<file path="config.mk">
export PLATFORM = sky130hd
export DESIGN_NAME = ccr_branch_unit
export DESIGN_NICKNAME = d
export VERILOG_FILES = /design/src/rtl/ccr_branch_unit.sv
export SDC_FILE = /design/constraint.sdc
export NUM_CORES = 1
export LEC_CHECK = 0
export ABC_AREA = 0
export CAP_MARGIN = 25
export CORE_UTILIZATION = 35
export CTS_CLUSTER_DIAMETER = 30
export DETAILED_ROUTE_END_ITERATION = 12
export PLACE_DENSITY = 0.68
export RECOVER_POWER = 100
export SLEW_MARGIN = 20
export SYNTH_ARGS = -nofsm -noshare
export SYNTH_HDL_FRONTEND = slang
export SYNTH_SLANG_ARGS = --single-unit
</file>
<file path="constraint.sdc">
create_clock -name clk -period 1.8 [get_ports clk]
set_clock_uncertainty 0.1 [all_clocks]
set_input_delay 0.18 -clock clk [delete_from_list [all_inputs] [get_ports clk]]
set_output_delay 0.18 -clock clk [all_outputs]
set_load 0.02 [all_outputs]
</file>
<file path="src/rtl/ccr_branch_unit.sv">
// Architectural status register (result + C,V,N,Z flags) fed by the arithmetic stage, plus a
// two-state query engine that evaluates branch conditions against it with a registered response.
module ccr_branch_unit #(
  parameter int op_size  = 4,
  parameter int cnt_size = 8
) (
  input  logic                clk,
  input  logic                reset,
  input  logic                in_valid,
  output logic                in_ready,
  input  logic [op_size-1:0]  in_r,
  input  logic [3:0]          in_ccr,
  output logic [op_size-1:0]  r_out,
  output logic [3:0]          ccr_out,
  output logic [cnt_size-1:0] upd_cnt,
  input  logic                q_valid,
  output logic                q_ready,
  input  logic [3:0]          q_cond,
  output logic                t_valid,
  input  logic                t_ready,
  output logic                t_taken,
  output logic [3:0]          t_ccr
);

  typedef enum logic {
    IDLE = 1'b0,
    RESP = 1'b1
  } state_e;

  typedef enum logic [3:0] {
    COND_AL = 4'h0, COND_NV = 4'h1, COND_HI = 4'h2, COND_LS = 4'h3,
    COND_CC = 4'h4, COND_CS = 4'h5, COND_NE = 4'h6, COND_EQ = 4'h7,
    COND_VC = 4'h8, COND_VS = 4'h9, COND_PL = 4'hA, COND_MI = 4'hB,
    COND_GE = 4'hC, COND_LT = 4'hD, COND_GT = 4'hE, COND_LE = 4'hF
  } cond_e;

  state_e                r_state;
  logic [op_size-1:0]    r_r;
  logic [3:0]            r_ccr;
  logic [cnt_size-1:0]   r_cnt;
  logic                  r_t_valid;
  logic                  r_t_taken;
  logic [3:0]            r_t_ccr;

  logic                  w_upd_fire;
  logic                  w_q_fire;
  logic [3:0]            w_eval_ccr;
  logic                  w_taken;

  // CCR bit order is [3]=C [2]=V [1]=N [0]=Z.
  function automatic logic cond_eval(input logic [3:0] cond, input logic [3:0] ccr);
    logic c, v, n, z;
    c = ccr[3];
    v = ccr[2];
    n = ccr[1];
    z = ccr[0];
    case (cond_e'(cond))
      COND_AL: return 1'b1;
      COND_NV: return 1'b0;
      COND_HI: return ~c & ~z;
      COND_LS: return c | z;
      COND_CC: return ~c;
      COND_CS: return c;
      COND_NE: return ~z;
      COND_EQ: return z;
      COND_VC: return ~v;
      COND_VS: return v;
      COND_PL: return ~n;
      COND_MI: return n;
      COND_GE: return n == v;
      COND_LT: return n != v;
      COND_GT: return ~z & (n == v);
      default: return z | (n != v);
    endcase
  endfunction

  // in_ready never looks at q_valid, so a held response also freezes the CCR it was computed on.
  assign in_ready   = (r_state == IDLE) | t_ready;
  assign q_ready    = (r_state == IDLE);
  assign w_upd_fire = in_valid & in_ready;
  assign w_q_fire   = q_valid & q_ready;

  // A same-cycle update is forwarded so the query sees the flags that are being written.
  assign w_eval_ccr = w_upd_fire ? in_ccr : r_ccr;
  assign w_taken    = cond_eval(q_cond, w_eval_ccr);

  // NOTE: all state uses non-blocking assignments so every register samples pre-edge values.
  always_ff @(posedge clk) begin
    if (reset) begin
      r_r   <= '0;
      r_ccr <= '0;
      r_cnt <= '0;
    end else if (w_upd_fire) begin
      r_r   <= in_r;
      r_ccr <= in_ccr;
      r_cnt <= r_cnt + 1'b1;
    end
  end

  always_ff @(posedge clk) begin
    if (reset) begin
      r_state   <= IDLE;
      r_t_valid <= 1'b0;
      r_t_taken <= 1'b0;
      r_t_ccr   <= '0;
    end else begin
      case (r_state)
        IDLE: begin
          if (w_q_fire) begin
            r_state   <= RESP;
            r_t_valid <= 1'b1;
            r_t_taken <= w_taken;
            r_t_ccr   <= w_eval_ccr;
          end
        end
        default: begin
          if (t_ready) begin
            r_state   <= IDLE;
            r_t_valid <= 1'b0;
          end
        end
      endcase
    end
  end

  assign r_out   = r_r;
  assign ccr_out = r_ccr;
  assign upd_cnt = r_cnt;
  assign t_valid = r_t_valid;
  assign t_taken = r_t_taken;
  assign t_ccr   = r_t_ccr;

endmodule
</file>
---- After elaboration in Yosys (flattened, before gate mapping) ----
Cells that the tools add are included.
word-level totals
  register bits after elaboration ......... 23
  word-level logic and storage cells ...... 49
  bits of input ports ..................... 17
  output and inout port bits .............. 24
operators by class
  equality and inequality tests ........... 17
  reductions and logical operators ........ 4
  bitwise logic cells ..................... 12
  add/subtract/negate cells ............... 1
  muxes and demuxes ....................... 8
operators with widths
  operator               count
  $eq A4 B4 Y1 const B   7
  $eq A4 B3 Y1 const B   4
  $pmux W1 S15           1
  $add A8 B1 Y8 const B  1
  $eq A4 B2 Y1 const B   2
  $mux W1                6
  $not A1 Y1             5
  $and A1 B1 Y1          4
  $eq A4 B1 Y1 const B   1
  $logic_not A4 Y1       1
  $mux W4                1
  $reduce_and A2 Y1      2
  $or A1 B1 Y1           3
  $ne A2 B2 Y1 const B   1
  $reduce_bool A2 Y1     1
  $eq A1 B1 Y1           1
  $ne A1 B1 Y1           1

---- Longest topological paths before layout ----
  depth in word-level cells ............... 7
  depth in mapped cells ................... 8
  depth with buffers taken out ............ 6

---- Least setup slack after synthesis ----
No wires, ideal clock.
  path kind ............................... register to register
  from .................................... reg r_ccr[0] (netlist: ccr_out[0])
  to ...................................... reg r_t_taken (netlist: t_taken)
  cell stages (with the launch flop) ...... 6
  buffers on the path ..................... 0
  arrival ................................. 1,768 ps
  setup time .............................. 101 ps
  period minus slack after synthesis ...... 1,969 ps
  required time ........................... 1,599 ps
  slack ................................... -169 ps
  cells stage by stage .................... dfxtp_1 -> or2_2 -> mux4_2 -> a221oi_2 -> nor4_1 -> o41ai_1
on the way
  word-level cells in the longest chain between the ends .. 4
  elaborated cells on any way between the ends .. 7
  those cells by class .................... 2 x mux; 5 x bitwise
ends and longest elaborated chain
  item                                     line        source
  start, declared                          39          logic [3:0] r_ccr;
  start signal, assigned                   95          r_ccr <= in_ccr;
  $mux W4 (*)                              n/a
  $not A1 Y1                               60, 64, 72
  $and A1 B1 Y1, on equally long branches  72, 60
  $pmux W1 S15 (*)                         57          case (cond_e'(cond))
  end signal, assigned                     112         r_t_taken <= w_taken;
  end, declared                            42          logic r_t_taken;
Mark *: on every way between the ends. The rest lies on a longest branch, timed or not.
A chain may end at the register's enable or synchronous reset.

---- Final worst setup path ----
  from .................................... reg r_state
  to ...................................... reg r_t_taken (netlist: t_taken)
on the way
  word-level cells in the longest chain between the ends .. 7
  elaborated cells on any way between the ends .. 17
  those cells by class .................... 2 x eq/ne; 2 x mux; 12 x bitwise; 1 x reduce/logical
ends and longest elaborated chain
  item                                        line    source
  start, declared                             37      state_e r_state;
  start signal, assigned                      102     r_state <= IDLE;
  start signal, assigned                      110     r_state <= RESP;
  start signal, assigned                      118     r_state <= IDLE;
  $not A1 Y1 (no line) (*)                    n/a
  $or A1 B1 Y1                                78      assign in_ready = (r_state == IDLE) | t_ready;
  $and A1 B1 Y1                               80      assign w_upd_fire = in_valid & in_ready;
  $mux W4                                     n/a
  $ne A1 B1 Y1, or another cell as far along  71, 73
  $or A1 B1 Y1, or another cell as far along  73      default: return z | (n != v);
  $pmux W1 S15                                57
Marked as above.

==> results_dict.tcl <==
set metrics [dict create \
    power.total_mw 1.10 \
    seq_area_frac_synth 0.405 \
    setup_violations 1 \
    viasPerCell 4.87 \
    fillers 298 \
    r2r-start "r_state" \
    synth_area_leaders "dfxtp_1 (40%), nand2_1 (5.9%), nor2_1 (5.9%)" \
    min_period_ps 1870 \
    synth_top_cell_area_share 0.405 \
    drive_above_1_share 0.186 \
    cts.path.max_buffers 2 \
    ctsHoldBuffers 0 \
    hold_class "input pin to flip-flop" \
    worstPathRequired_ps 1920 \
    place_inst 233 \
    clock-sinks 23 \
    fp.dieW_um 59.0 \
    wire_per_inst_um 12.1 \
    drv_slew 0 \
    setup_tns_ps -68.8 \
    grt_pass1_wl_mm 4.85 \
    drt-initial-drc-count 34 \
    seq_area_um2 462 \
    finalHoldViolations 0 \
    cap_violations 0 \
    endpoint "t_taken" \
    busiest_layer "met2" \
    cts_made_buffers 3 \
    drc 0 \
    slew_headroom 0.750 \
    cts_tree "built" \
    placed_area_mm2 0.00172 \
    clock_latency_ps 310 \
    core_area_mm2 0.00308 \
    stdcell_count 238 \
    place_ws_ps -733 \
    r2r-end "t_taken" \
    worstMarginPinSlew_ps 366 \
    syn-num-nets 151 \
    std_cell_rows 20 \
    worstSetupStartpointType "flip-flop" \
    start_util 0.370 \
    io_pins 41 \
    yosys-top-cells-count "dfxtp_1 (23), nand2_1 (18), nor2_1 (18)" \
    path_class "flip-flop to flip-flop" \
    endpoint_kind "flip-flop" \
    ys.warnings.count 0 \
    antenna_found_initial 0 \
    powerDensity_mw_per_mm2 626 \
    wl_mm 2.88 \
    area_delta_synth_final_pct 54.1 \
    gr-usage-met2 0.315 \
    violations "negative setup slack" \
    grt_pass1_vias 1103 \
    design_area_mm2 0.00175 \
    synthCells 133 \
    root_buffer "clkbuf_4" \
    multi_input_comb_area_um2 639 \
    status "finished with violations" \
    r2r_setup_slack_ps -70 \
    hpwl_mm 2.29 \
    grt_overflow 0 \
    worst_r2r_path_depth 6 \
    fin_nets 213 \
    cts_htree_levels 1 \
    worst_slack_ps -68.8 \
    yosysMostFrequentCell "dfxtp_1" \
    avgSynthCellArea_um2 8.55 \
    track_usage 0.184 \
    rsz0062_at_grt "true" \
    grtUsageMet3 0.0393 \
    peakVddDrop_v 0.000371 \
    portBuffers 40 \
    synth_flop_cell "dfxtp_1" \
    dr_total_vias 1159 \
    grt_max_degree 17 \
    timing.hold.ws_ps 248 \
    clkSlewWorstSetupHoldPaths_ps 130 \
    yosysUniqueCellTypes 38 \
    drtAntennaViolNets 0 \
    die_y_um 59.0 \
    synth_edf_count 0 \
    diodes 0 \
    whs_path_depth 4 \
    netlist_area_mm2 0.00114 \
    die_area_mm2 0.00348 \
    async_reset_ff_frac 0 \
    p_leak_nw 0.750 \
    crit_start "r_state" \
    dr.pass1.iters 4 \
    fmax_mhz 535 \
    final_util 0.570 \
    synth-seq-cells 23 \
    critical_path_arrival_ps 1990 \
    crit_path_max_fanout 8 \
    gp_congestion 1.01 \
    synth_top_area_cell "dfxtp_1" \
    post-route-period-util 1.04 \
    grtUsageMet1 0.226 \
]
==> worst min-delay path by stage <==
| stage | startpoint | endpoint |
|---|---|---|
| after floorplan | reset | t_ccr[0] |
| after global placement | r_out[1] | r_out[1] |
| after detailed placement | r_out[0] | r_out[0] |
| after CTS | t_ready | t_valid |
| after global routing | t_ready | t_valid |
| final | t_ready | t_valid |
==> cell usage in the layout (no fill, tap or decap), types with 3 or more instances in the layout <==
cell type,n
xnor2_1,3
clkbuf_1,4
clkbuf_4,6
dfxtp_1,22
inv_1,4
buf_4,17
o21ai_0,3
a211oi_1,4
nand4_1,3
nor2_1,18
a21oi_1,12
clkdlybuf4s50_1,18
nand2_1,18
xor2_1,4
dlygate4sd3_1,18
==> routing by layer <==
layer / up-vias / wire [um]
met5: - / 0
met4: 0 / 45
met3: 4 / 76
met2: 23 / 1470
met1: 540 / 1290
li1: 592 / -
==> critical path, cell delays in order (launching register included) <==
cell,delay (ps)
dfxtp_2,380
nand2b_4,100
nand2_4,100
mux4_2,510
a221oi_2,270
nor4_1,70
o41ai_1,250
==> registers in the layout (all words and copies together), names as in the netlist <==
name / cells
upd_cnt: 8
t_taken: 1
ccr_out: 4
r_out: 4
t_ccr: 4
t_valid: 1
r_state: 1
==> final cells by class <==
class / instances / area share
multi-input cells: 100 / 0.365
repair buffers: 63 / 0.316
flip-flops and latches: 23 / 0.263
well taps: 44 / 0.0314
clock buffers: 3 / 0.0128
inverters: 4 / 0.00857
clock inverters: 1 / 0.00286
==> report_power, final <==
part           switching (mW)  leakage [nW]  internal, mW  total (mW)
logic                   0.148         0.544         0.156       0.304
registers              0.0187         0.189         0.538       0.557
clock network           0.154        0.0177        0.0829       0.237
total                   0.321         0.750         0.777        1.10
==> repair_timing <==
action,4_1_cts,5_1_grt
buffers inserted,1,0
endpoints found under the hold margin,0,0
setup endpoints to repair,4,3
pin swaps,5,0
gates cloned,0,0
gates resized for setup,10,2
==> cells by family (layout without fill, tap and decap cells) <==
family / Yosys count / count (layout) / share of synthesized area
simple gates: 58 / 58 / 0.252
xor+xnor: 7 / 7 / 0.0539
buf+inv: 10 / 71 / 0.0462
compound gates: 31 / 31 / 0.184
mux: 3 / 3 / 0.0484
fa+ha+maj: 1 / 1 / 0.0110
flops: 23 / 23 / 0.405
Power figures use the tool's default switching activity.
